**src/rtl/sorted_cache_pkg.sv**
```systemverilog
// Shared constants for the sorted key/value cache: FSM encodings and the
// width helper for lo/hi/mid/count (one bit wider than an entry index).
package sorted_cache_pkg;

    typedef logic [1:0] state_t;

    localparam state_t ST_IDLE   = 2'd0;
    localparam state_t ST_SEARCH = 2'd1;
    localparam state_t ST_INSERT = 2'd2;
    localparam state_t ST_RESP   = 2'd3;

    function automatic int idx_w(input int depth);
        return $clog2(depth) + 1;
    endfunction

endpackage

```
**src/rtl/sorted_cache_searcher.sv**
```systemverilog
// Half-open [lo,hi) binary search over the sorted key array; the caller
// feeds back the key at mid each cycle.
module sorted_cache_searcher
    import sorted_cache_pkg::*;
#(
    parameter int ADDR_W = 8,
    parameter int IW     = 4
) (
    input  logic              clk,
    input  logic              reset,
    input  logic              start,
    input  logic              step,
    input  logic [IW-1:0]     count,
    input  logic [ADDR_W-1:0] addr,
    input  logic [ADDR_W-1:0] mid_key,
    output logic              done,
    output logic              hit,
    output logic [IW-1:0]     index,
    output logic [IW-1:0]     mid
);

    logic [IW-1:0] lo_q, lo_d;
    logic [IW-1:0] hi_q, hi_d;
    logic [IW:0]   sum;

    // Extra bit keeps lo+hi exact even at the top of the range.
    assign sum   = {1'b0, lo_q} + {1'b0, hi_q};
    assign mid   = sum[IW:1];
    assign done  = (lo_q == hi_q);
    assign hit   = !done && (mid_key == addr);
    assign index = done ? lo_q : mid;

    always_comb begin
        lo_d = lo_q;
        hi_d = hi_q;
        if (start) begin
            lo_d = '0;
            hi_d = count;
        end else if (step && !done && !hit) begin
            if (mid_key < addr) begin
                lo_d = mid + 1'b1;
            end else begin
                hi_d = mid;
            end
        end
    end

    always_ff @(posedge clk or posedge reset) begin
        if (reset) begin
            lo_q <= '0;
            hi_q <= '0;
        end else begin
            lo_q <= lo_d;
            hi_q <= hi_d;
        end
    end

endmodule

```
**src/rtl/sorted_cache.sv**
```systemverilog
// Sorted key/value cache: binary-search lookup, in-place write-hit update and
// one-cycle parallel shift-insert with largest-key eviction when full.
module sorted_cache
    import sorted_cache_pkg::*;
#(
    parameter int ADDR_W = 8,
    parameter int DATA_W = 8,
    parameter int DEPTH  = 8,
    localparam int IW    = idx_w(DEPTH)
) (
    input  logic              clk,
    input  logic              reset,
    input  logic              req_valid,
    output logic              req_ready,
    input  logic              req_write,
    input  logic [ADDR_W-1:0] req_addr,
    input  logic [DATA_W-1:0] req_data,
    output logic              resp_valid,
    output logic              resp_hit,
    output logic              resp_evict,
    output logic [DATA_W-1:0] resp_data,
    output logic [IW-1:0]     count,
    output logic              full
);

    localparam logic [IW-1:0] DEPTH_I = IW'(DEPTH);

    state_t              state_q, state_d;
    logic [IW-1:0]       count_q, count_d;
    logic                req_write_q, req_write_d;
    logic [ADDR_W-1:0]   req_addr_q, req_addr_d;
    logic [DATA_W-1:0]   req_data_q, req_data_d;
    logic                resp_hit_q, resp_hit_d;
    logic                resp_evict_q, resp_evict_d;
    logic [DATA_W-1:0]   resp_data_q, resp_data_d;

    logic [ADDR_W-1:0]   key_q  [DEPTH];
    logic [ADDR_W-1:0]   key_d  [DEPTH];
    logic [DATA_W-1:0]   data_q [DEPTH];
    logic [DATA_W-1:0]   data_d [DEPTH];

    logic                srch_start, srch_done, srch_hit;
    logic [IW-1:0]       srch_index, srch_mid, ins_pos;
    logic [ADDR_W-1:0]   mid_key;

    assign req_ready  = (state_q == ST_IDLE);
    assign resp_valid = (state_q == ST_RESP);
    assign resp_hit   = resp_hit_q;
    assign resp_evict = resp_evict_q;
    assign resp_data  = resp_data_q;
    assign count      = count_q;
    assign full       = (count_q == DEPTH_I);

    assign srch_start = (state_q == ST_IDLE) && req_valid;
    assign mid_key    = key_q[srch_mid[IW-2:0]];
    // Insertion past the last slot of a full array lands on the last slot.
    assign ins_pos    = (srch_index == DEPTH_I) ? DEPTH_I - 1'b1 : srch_index;

    sorted_cache_searcher #(
        .ADDR_W (ADDR_W),
        .IW     (IW)
    ) u_searcher (
        .clk     (clk),
        .reset   (reset),
        .start   (srch_start),
        .step    (state_q == ST_SEARCH),
        .count   (count_q),
        .addr    (req_addr_q),
        .mid_key (mid_key),
        .done    (srch_done),
        .hit     (srch_hit),
        .index   (srch_index),
        .mid     (srch_mid)
    );

    for (genvar gi = 0; gi < DEPTH; gi++) begin : g_entry
        localparam logic [IW-1:0] GI = IW'(gi);
        logic [ADDR_W-1:0] key_below;
        logic [DATA_W-1:0] data_below;
        logic              do_ins, do_shift, do_upd;

        if (gi == 0) begin : g_first
            assign key_below  = '0;
            assign data_below = '0;
        end else begin : g_rest
            assign key_below  = key_q[gi-1];
            assign data_below = data_q[gi-1];
        end

        // Entries above the insertion point move up; the top one falls off when full.
        assign do_ins   = (state_q == ST_INSERT) && (GI == ins_pos);
        assign do_shift = (state_q == ST_INSERT) && (GI > ins_pos);
        assign do_upd   = (state_q == ST_SEARCH) && srch_hit && req_write_q && (srch_mid == GI);

        assign key_d[gi]  = do_ins ? req_addr_q : (do_shift ? key_below : key_q[gi]);
        assign data_d[gi] = (do_ins || do_upd) ? req_data_q
                          : (do_shift ? data_below : data_q[gi]);
    end

    always_comb begin
        state_d      = state_q;
        count_d      = count_q;
        req_write_d  = req_write_q;
        req_addr_d   = req_addr_q;
        req_data_d   = req_data_q;
        resp_hit_d   = resp_hit_q;
        resp_evict_d = resp_evict_q;
        resp_data_d  = resp_data_q;
        case (state_q)
            ST_IDLE: begin
                if (req_valid) begin
                    req_write_d = req_write;
                    req_addr_d  = req_addr;
                    req_data_d  = req_data;
                    state_d     = ST_SEARCH;
                end
            end
            ST_SEARCH: begin
                if (srch_hit) begin
                    resp_hit_d   = 1'b1;
                    resp_evict_d = 1'b0;
                    resp_data_d  = req_write_q ? '0 : data_q[srch_mid[IW-2:0]];
                    state_d      = ST_RESP;
                end else if (srch_done) begin
                    resp_hit_d   = 1'b0;
                    resp_evict_d = 1'b0;
                    resp_data_d  = '0;
                    state_d      = req_write_q ? ST_INSERT : ST_RESP;
                end
            end
            ST_INSERT: begin
                resp_evict_d = full;
                if (!full) begin
                    count_d = count_q + 1'b1;
                end
                state_d = ST_RESP;
            end
            default: begin
                state_d = ST_IDLE;
            end
        endcase
    end

    always_ff @(posedge clk or posedge reset) begin
        if (reset) begin
            state_q      <= ST_IDLE;
            count_q      <= '0;
            req_write_q  <= 1'b0;
            req_addr_q   <= '0;
            req_data_q   <= '0;
            resp_hit_q   <= 1'b0;
            resp_evict_q <= 1'b0;
            resp_data_q  <= '0;
            for (int i = 0; i < DEPTH; i++) begin
                key_q[i]  <= '0;
                data_q[i] <= '0;
            end
        end else begin
            state_q      <= state_d;
            count_q      <= count_d;
            req_write_q  <= req_write_d;
            req_addr_q   <= req_addr_d;
            req_data_q   <= req_data_d;
            resp_hit_q   <= resp_hit_d;
            resp_evict_q <= resp_evict_d;
            resp_data_q  <= resp_data_d;
            key_q        <= key_d;
            data_q       <= data_d;
        end
    end

endmodule
```
**config.mk**
```make
export PLATFORM = sky130hd
export DESIGN_NAME = sorted_cache
export DESIGN_NICKNAME = d
export VERILOG_FILES = /design/src/rtl/sorted_cache_pkg.sv /design/src/rtl/sorted_cache_searcher.sv /design/src/rtl/sorted_cache.sv
export SDC_FILE = /design/constraint.sdc
export NUM_CORES = 1
export LEC_CHECK = 0
export CORE_MARGIN = 1.5
export CORE_UTILIZATION = 35
export CTS_BUF_LIST = sky130_fd_sc_hd__clkbuf_4 sky130_fd_sc_hd__clkbuf_8 sky130_fd_sc_hd__clkbuf_16
export CTS_CLUSTER_DIAMETER = 60
export DETAILED_ROUTE_END_ITERATION = 8
export PLACE_DENSITY_LB_ADDON = 0.05
export SYNTH_ARGS = -nofsm -noshare
export SYNTH_HDL_FRONTEND = slang
export SYNTH_HIERARCHICAL = 1
export SYNTH_SLANG_ARGS = --single-unit
```
**constraint.sdc**
```tcl
create_clock -name clk -period 5.1 [get_ports clk]
set_input_delay 0.765 -clock clk [delete_from_list [all_inputs] [get_ports clk]]
set_output_delay 0.765 -clock clk [all_outputs]
set_load 0.05 [all_outputs]
```
==> results.cfg, run 1 <==
[layout]
final-seq-area_um2 = 4230
mostFrequentLayoutCell = sky130_fd_sc_hd__dfrtp_1
most-common-layout-cells = sky130_fd_sc_hd__dfrtp_1 (169), sky130_fd_sc_hd__nand2_1 (83), sky130_fd_sc_hd__nor2_1 (75)
layout-area-overhead-vs-synth_pct = 14.1
layout-drive-gt1-share_pct = 16.7
finalNetCount = 938
final.fill_count = 2504
multi_input_area_um2 = 4630
post-route-cell-area_um2 = 10600
n_antenna_cell = 0

[run_status]
outcome = finished, final reports clean

[logic_synthesis]
synth_edf_count = 0
synth_fp_nets = 925
post_synth_num_cell_types = 67
ys.flop_type = sky130_fd_sc_hd__dfrtp_1
yosysSeqAreaShare_pct = 45.6
syn_area_per_cell_um2 = 10.5
synthCells = 884
asyncSetResetFlopFracSynth_pct = 100
postSynthRegisterBits = 169
yosysWarnings = 6
synthesis.area_um2 = 9280

[sta]
setup_total_negative_slack_ps = 0
worst-slew-pin-transition_ps = 1300
setup_viol = 0
unrepaired_setup_endpoints_after_global_routing = false
final_period_demand_of_the_worst_path_ps = 4720
skew_ps = 20.6
report.final.hold_viol_count = 0
maxSlewViolCount = 0
max_slew_margin_pct = 12.9
fmax_mhz = 212
finalCritPeriodShare_pct = 92.5

[worst_setup_path]
critPathLaunchType = register
worstRegToRegCells = 16
path_class = register to register
setup.reg_to_reg.worst_slack_ps = 380
critical_path_peak_fanout = 14
worst-endpoint-required_ps = 5430
worstSetupEndpointType = register
critical_path.startpoint = u_searcher/lo_q[0]$_DFFE_PP0P_
r2r-start = u_searcher/lo_q[0]$_DFFE_PP0P_
worst_ep_arrival_time_ps = 5040
capture_instance_of_the_worst_register_to_register_path = g_entry[5].data_below[0]$_DFFE_PP0P_

[clock_tree]
cts.repair.resized = 0
clockRootBuffer = sky130_fd_sc_hd__clkbuf_16
tritoncts = done
clock_tree.htree_level_count = 4
worstSkewPairLatency_ps = 440
clock_sinks = 169
post-cts-setup-buffer-count = 0
post_cts_clock_slew_at_the_launch_and_capture_registers_of_the_worst_setup_and_hold_paths_ps = 70
postCtsHoldBufs = 0
ctsLongestPathBuffers = 2
cts-buffers-inserted = 17

[min_path]
hold-path-cell-count = 2
hold_end = resp_data[2]$_DFFE_PP0P_
worstHoldStart = resp_data[2]$_DFFE_PP0P_
min_path_type = register to register

[grt]
grt_pass1_vias = 7337
grt_pass1_wl_um = 45200
grt_start_max_net_pins = 118
grt_antenna_before_repair = 0
globalRouteTotalUtil_pct = 21.1
gr-total-overflow = 0

[placed_design]
gp_routability_congestion = 0.824
place.detailed.hpwl_um = 19200
placedInstanceArea_um2 = 9990
placement.io_buffers = 36

[floorplanning]
core_area_um2 = 26100
die_y_um = 166
ios = 37
num_rows = 59
start_util_pct = 35.6
die_width_um = 166
dieArea_um2 = 27500

[run]
cap_viol_max_count = 0

[routing]
route.vias.total = 7319
drt-pass1-iter-count = 5
detail_route.wl_per_cell_um = 22.8
route.detailed.drc = 0
dr.first_iter.drc_count = 558
via_per_inst = 5.88
routed_wl_um = 28400
ant_nets = 0
worst max path at each step:
stage | to | slack (ps) | cells past startpoint
3_3_place_gp | g_entry[7].data_below[3]$_DFFE_PP0P_ | 400 | 15
3_5_place_dp | data_q[0]$_DFFE_PP0P_ | 350 | 16
6_report | g_entry[5].data_below[0]$_DFFE_PP0P_ | 380 | 16
5_1_grt | g_entry[5].data_below[4]$_DFFE_PP0P_ | 50 | 16
2_1_floorplan | g_entry[7].data_below[1]$_DFFE_PP0P_ | 180 | 18
4_1_cts | data_q[2]$_DFFE_PP0P_ | 330 | 16
cell families after synthesis:
kind of cell	Yosys count	share of synthesized area, %
compound gates	236	17.3
xor+xnor	5	0.472
fa+ha+maj	21	2.91
buf+inv	99	4.85
flops	169	45.6
mux	98	15.3
simple gates	256	13.6
layer usage:
layer | global-route usage, % | wire length, µm
met1 | 30.5 | 13100
met2 | 32.6 | 13300
met3 | 4.29 | 1800
met4 | 4.90 | 246
met5 | 0 | 0
through the flow:
step | setup WS [ps] | hold WS (ps) | cells | util [%]
finish | 384 | 488 | 1245 | 40.6
global route | 49.8 | 517 | 1245 | 40.6
CTS | 326 | 489 | 1245 | 40.6
detailed placement | 355 | 472 | 1213 | 38.3
global placement | 402 | 472 | 1213 | 38.3
floorplan | 184 | 467 | 884 | -
cell type report:
class | instances | area share (%)
sequential | 169 | 39.9
clock inverter | 12 | 1.31
inverter | 28 | 1.03
multi-input combinational | 616 | 43.8
timing repair buffer | 65 | 5.70
clock buffer | 20 | 4.29
tap | 335 | 3.96
cell usage after synthesis (5+ instances only):
master | count | area (µm²)
sky130_fd_sc_hd__a211oi_1 | 8 | 60.1
sky130_fd_sc_hd__nor2b_1 | 10 | 62.6
sky130_fd_sc_hd__and4_1 | 9 | 78.8
sky130_fd_sc_hd__a221o_1 | 24 | 240
sky130_fd_sc_hd__and3_1 | 10 | 62.6
sky130_fd_sc_hd__or3_1 | 10 | 62.6
sky130_fd_sc_hd__nand3_1 | 25 | 125
sky130_fd_sc_hd__buf_2 | 30 | 150
sky130_fd_sc_hd__clkbuf_1 | 30 | 113
sky130_fd_sc_hd__a21oi_1 | 56 | 280
sky130_fd_sc_hd__o21ai_0 | 41 | 205
sky130_fd_sc_hd__inv_1 | 28 | 105
sky130_fd_sc_hd__mux2i_1 | 32 | 320
sky130_fd_sc_hd__o22ai_1 | 47 | 294
sky130_fd_sc_hd__buf_1 | 5 | 18.8
sky130_fd_sc_hd__nand2_1 | 83 | 312
sky130_fd_sc_hd__a31oi_1 | 11 | 68.8
sky130_fd_sc_hd__mux4_2 | 32 | 721
sky130_fd_sc_hd__dfrtp_1 | 169 | 4230
sky130_fd_sc_hd__mux2_2 | 34 | 383
sky130_fd_sc_hd__nand4_1 | 11 | 68.8
sky130_fd_sc_hd__ha_1 | 20 | 250
sky130_fd_sc_hd__nor2_1 | 75 | 282
sky130_fd_sc_hd__a2bb2oi_1 | 14 | 123
flip-flops by register name, summed over array words and instances, names as in the netlist, 8 cells and up:
signal and flops:
data_q 8, req_data_q 8, g_entry.key_below 56, resp_data 8, g_entry.data_below 56, key_q 8, req_addr_q 8
critical path, stage by stage (launching register included):
cell and delay, ps:
sky130_fd_sc_hd__dfrtp_1 370, sky130_fd_sc_hd__ha_1 180, sky130_fd_sc_hd__inv_1 60, sky130_fd_sc_hd__fa_1 540, sky130_fd_sc_hd__inv_2 150, sky130_fd_sc_hd__buf_12 190
sky130_fd_sc_hd__mux4_2 520, sky130_fd_sc_hd__nand2_1 90, sky130_fd_sc_hd__nand2_1 60, sky130_fd_sc_hd__ha_1 310, sky130_fd_sc_hd__nand4_1 220, sky130_fd_sc_hd__nor3_1 360
sky130_fd_sc_hd__buf_4 200, sky130_fd_sc_hd__and4b_1 430, sky130_fd_sc_hd__a32oi_1 350, sky130_fd_sc_hd__and3_1 290, sky130_fd_sc_hd__a221o_1 260
Power of run 1 is left out: the tool's default activity adds up to more than one toggle a clock period on the data nets, which glitch-free logic cannot reach.
==> run 2, diff against run 1 <==
CTS_BUF_LIST = unset   (was sky130_fd_sc_hd__clkbuf_4 sky130_fd_sc_hd__clkbuf_8 sky130_fd_sc_hd__clkbuf_16)
TNS_END_PERCENT = 5   (was unset)
==> run 2 against run 1 <==
First-iteration DRC count increased by 5.2%. Sequential share of layout area about the same. Cell area barely moved.
==> results.cfg, run 2 (same netlist as run 1, synthesis figures left out) <==
[clock_tree]
ctsLongestPathBuffers = 2
tritoncts = done
cts-buffers-inserted = 17
clock_sinks = 169
postCtsHoldBufs = 0
post_cts_clock_slew_at_the_launch_and_capture_registers_of_the_worst_setup_and_hold_paths_ps = 70
clockRootBuffer = sky130_fd_sc_hd__clkbuf_16
clock_tree.htree_level_count = 4
worstSkewPairLatency_ps = 440
post-cts-setup-buffer-count = 0

[min_path]
worstHoldStart = resp_data[2]$_DFFE_PP0P_
hold_end = resp_data[2]$_DFFE_PP0P_
min_path_type = register to register
hold-path-cell-count = 2

[worst_setup_path]
path_class = register to register
r2r-start = u_searcher/lo_q[0]$_DFFE_PP0P_
worstSetupEndpointType = register
worst-endpoint-required_ps = 5420
critPathLaunchType = register
worstRegToRegCells = 16
setup.reg_to_reg.worst_slack_ps = 390
worst_ep_arrival_time_ps = 5030
critical_path.startpoint = u_searcher/lo_q[0]$_DFFE_PP0P_
capture_instance_of_the_worst_register_to_register_path = g_entry[5].data_below[0]$_DFFE_PP0P_
critical_path_peak_fanout = 14

[floorplanning]
core_area_um2 = 26100
dieArea_um2 = 27500
die_width_um = 166
die_y_um = 166
start_util_pct = 35.6
num_rows = 59
ios = 37

[sta]
maxSlewViolCount = 0
finalCritPeriodShare_pct = 92.3
worst-slew-pin-transition_ps = 1260
final_period_demand_of_the_worst_path_ps = 4710
max_slew_margin_pct = 15.3
unrepaired_setup_endpoints_after_global_routing = false
report.final.hold_viol_count = 0
setup_viol = 0
fmax_mhz = 212
skew_ps = 21.9
fin_ws_ps = 391
setup_total_negative_slack_ps = 0

[layout]
most-common-layout-cells = sky130_fd_sc_hd__dfrtp_1 (169), sky130_fd_sc_hd__nand2_1 (83), sky130_fd_sc_hd__nor2_1 (75)
finish.utilization_pct = 40.6
n_antenna_cell = 0
layout-drive-gt1-share_pct = 16.5
mostFrequentLayoutCell = sky130_fd_sc_hd__dfrtp_1
finalNetCount = 938
layout-area-overhead-vs-synth_pct = 14.0
post-route-cell-area_um2 = 10600

[grt]
grt_pass1_wl_um = 45200
grt_pass1_vias = 7341
grt_antenna_before_repair = 0
globalRouteTotalUtil_pct = 21.2
grt_start_max_net_pins = 118
gr-total-overflow = 0

[routing]
route.vias.total = 7336
route.detailed.drc = 0
via_per_inst = 5.89
detail_route.wl_per_cell_um = 22.8
ant_nets = 0
dr.first_iter.drc_count = 587
routed_wl_um = 28400
drt-pass1-iter-count = 5

[placed_design]
placement.io_buffers = 36
place.detailed.hpwl_um = 19200
placedInstanceArea_um2 = 9990
gp_routability_congestion = 0.824
place_ws_ps = 355

[run]
cap_viol_max_count = 0

[run_status]
outcome = finished, final reports clean
==> run 2: worst max-delay path by stage <==
stage | depth (start not counted) | endpoint
floorplan | 18 | g_entry[7].data_below[1]$_DFFE_PP0P_
detailed placement | 16 | data_q[0]$_DFFE_PP0P_
global placement | 15 | g_entry[7].data_below[3]$_DFFE_PP0P_
global route | 16 | g_entry[5].data_below[4]$_DFFE_PP0P_
finish | 16 | g_entry[5].data_below[0]$_DFFE_PP0P_
CTS | 16 | data_q[2]$_DFFE_PP0P_
==> run 2: final cells by class <==
class | count | area [µm²]
flip-flops and latches | 169 | 4230
multi-input cells | 616 | 4630
fillers | 2504 | 15500
clock inverters | 12 | 139
well taps | 335 | 419
clock buffers | 20 | 447
inverters | 28 | 109
repair buffers | 65 | 603
==> run 2: critical path, stage by stage (launching register included) <==
cell and delay [ps]:
sky130_fd_sc_hd__dfrtp_1 370, sky130_fd_sc_hd__ha_1 180, sky130_fd_sc_hd__inv_1 60, sky130_fd_sc_hd__fa_1 540
sky130_fd_sc_hd__inv_2 150, sky130_fd_sc_hd__buf_12 190, sky130_fd_sc_hd__mux4_2 520, sky130_fd_sc_hd__nand2_1 90
sky130_fd_sc_hd__nand2_1 60, sky130_fd_sc_hd__ha_1 310, sky130_fd_sc_hd__nand4_1 220, sky130_fd_sc_hd__nor3_1 360
sky130_fd_sc_hd__buf_4 200, sky130_fd_sc_hd__and4b_1 430, sky130_fd_sc_hd__a32oi_1 350, sky130_fd_sc_hd__and3_1 290
sky130_fd_sc_hd__a221o_1 260
==> run 2: through the flow <==
step	hold WS (ps)	cells
global placement	472	1213
detailed placement	472	1213
finish	487	1245
CTS	489	1245
global route	517	1245
floorplan	467	884
==> run 2: repair_timing <==
| item | CTS | global route |
|---|---|---|
| hold endpoints to repair | 0 | 0 |
| endpoints found under the setup margin | 0 | 8 |
| gates resized for setup | 0 | 1 |
==> run 2: layer usage <==
layer  share of wire, %  track usage (%)
met1                 46             30.5
met3                6.0             4.29
met5                  0                0
met2                 47             32.6
met4               0.96             4.90
Power of run 2 is left out for the same reason.
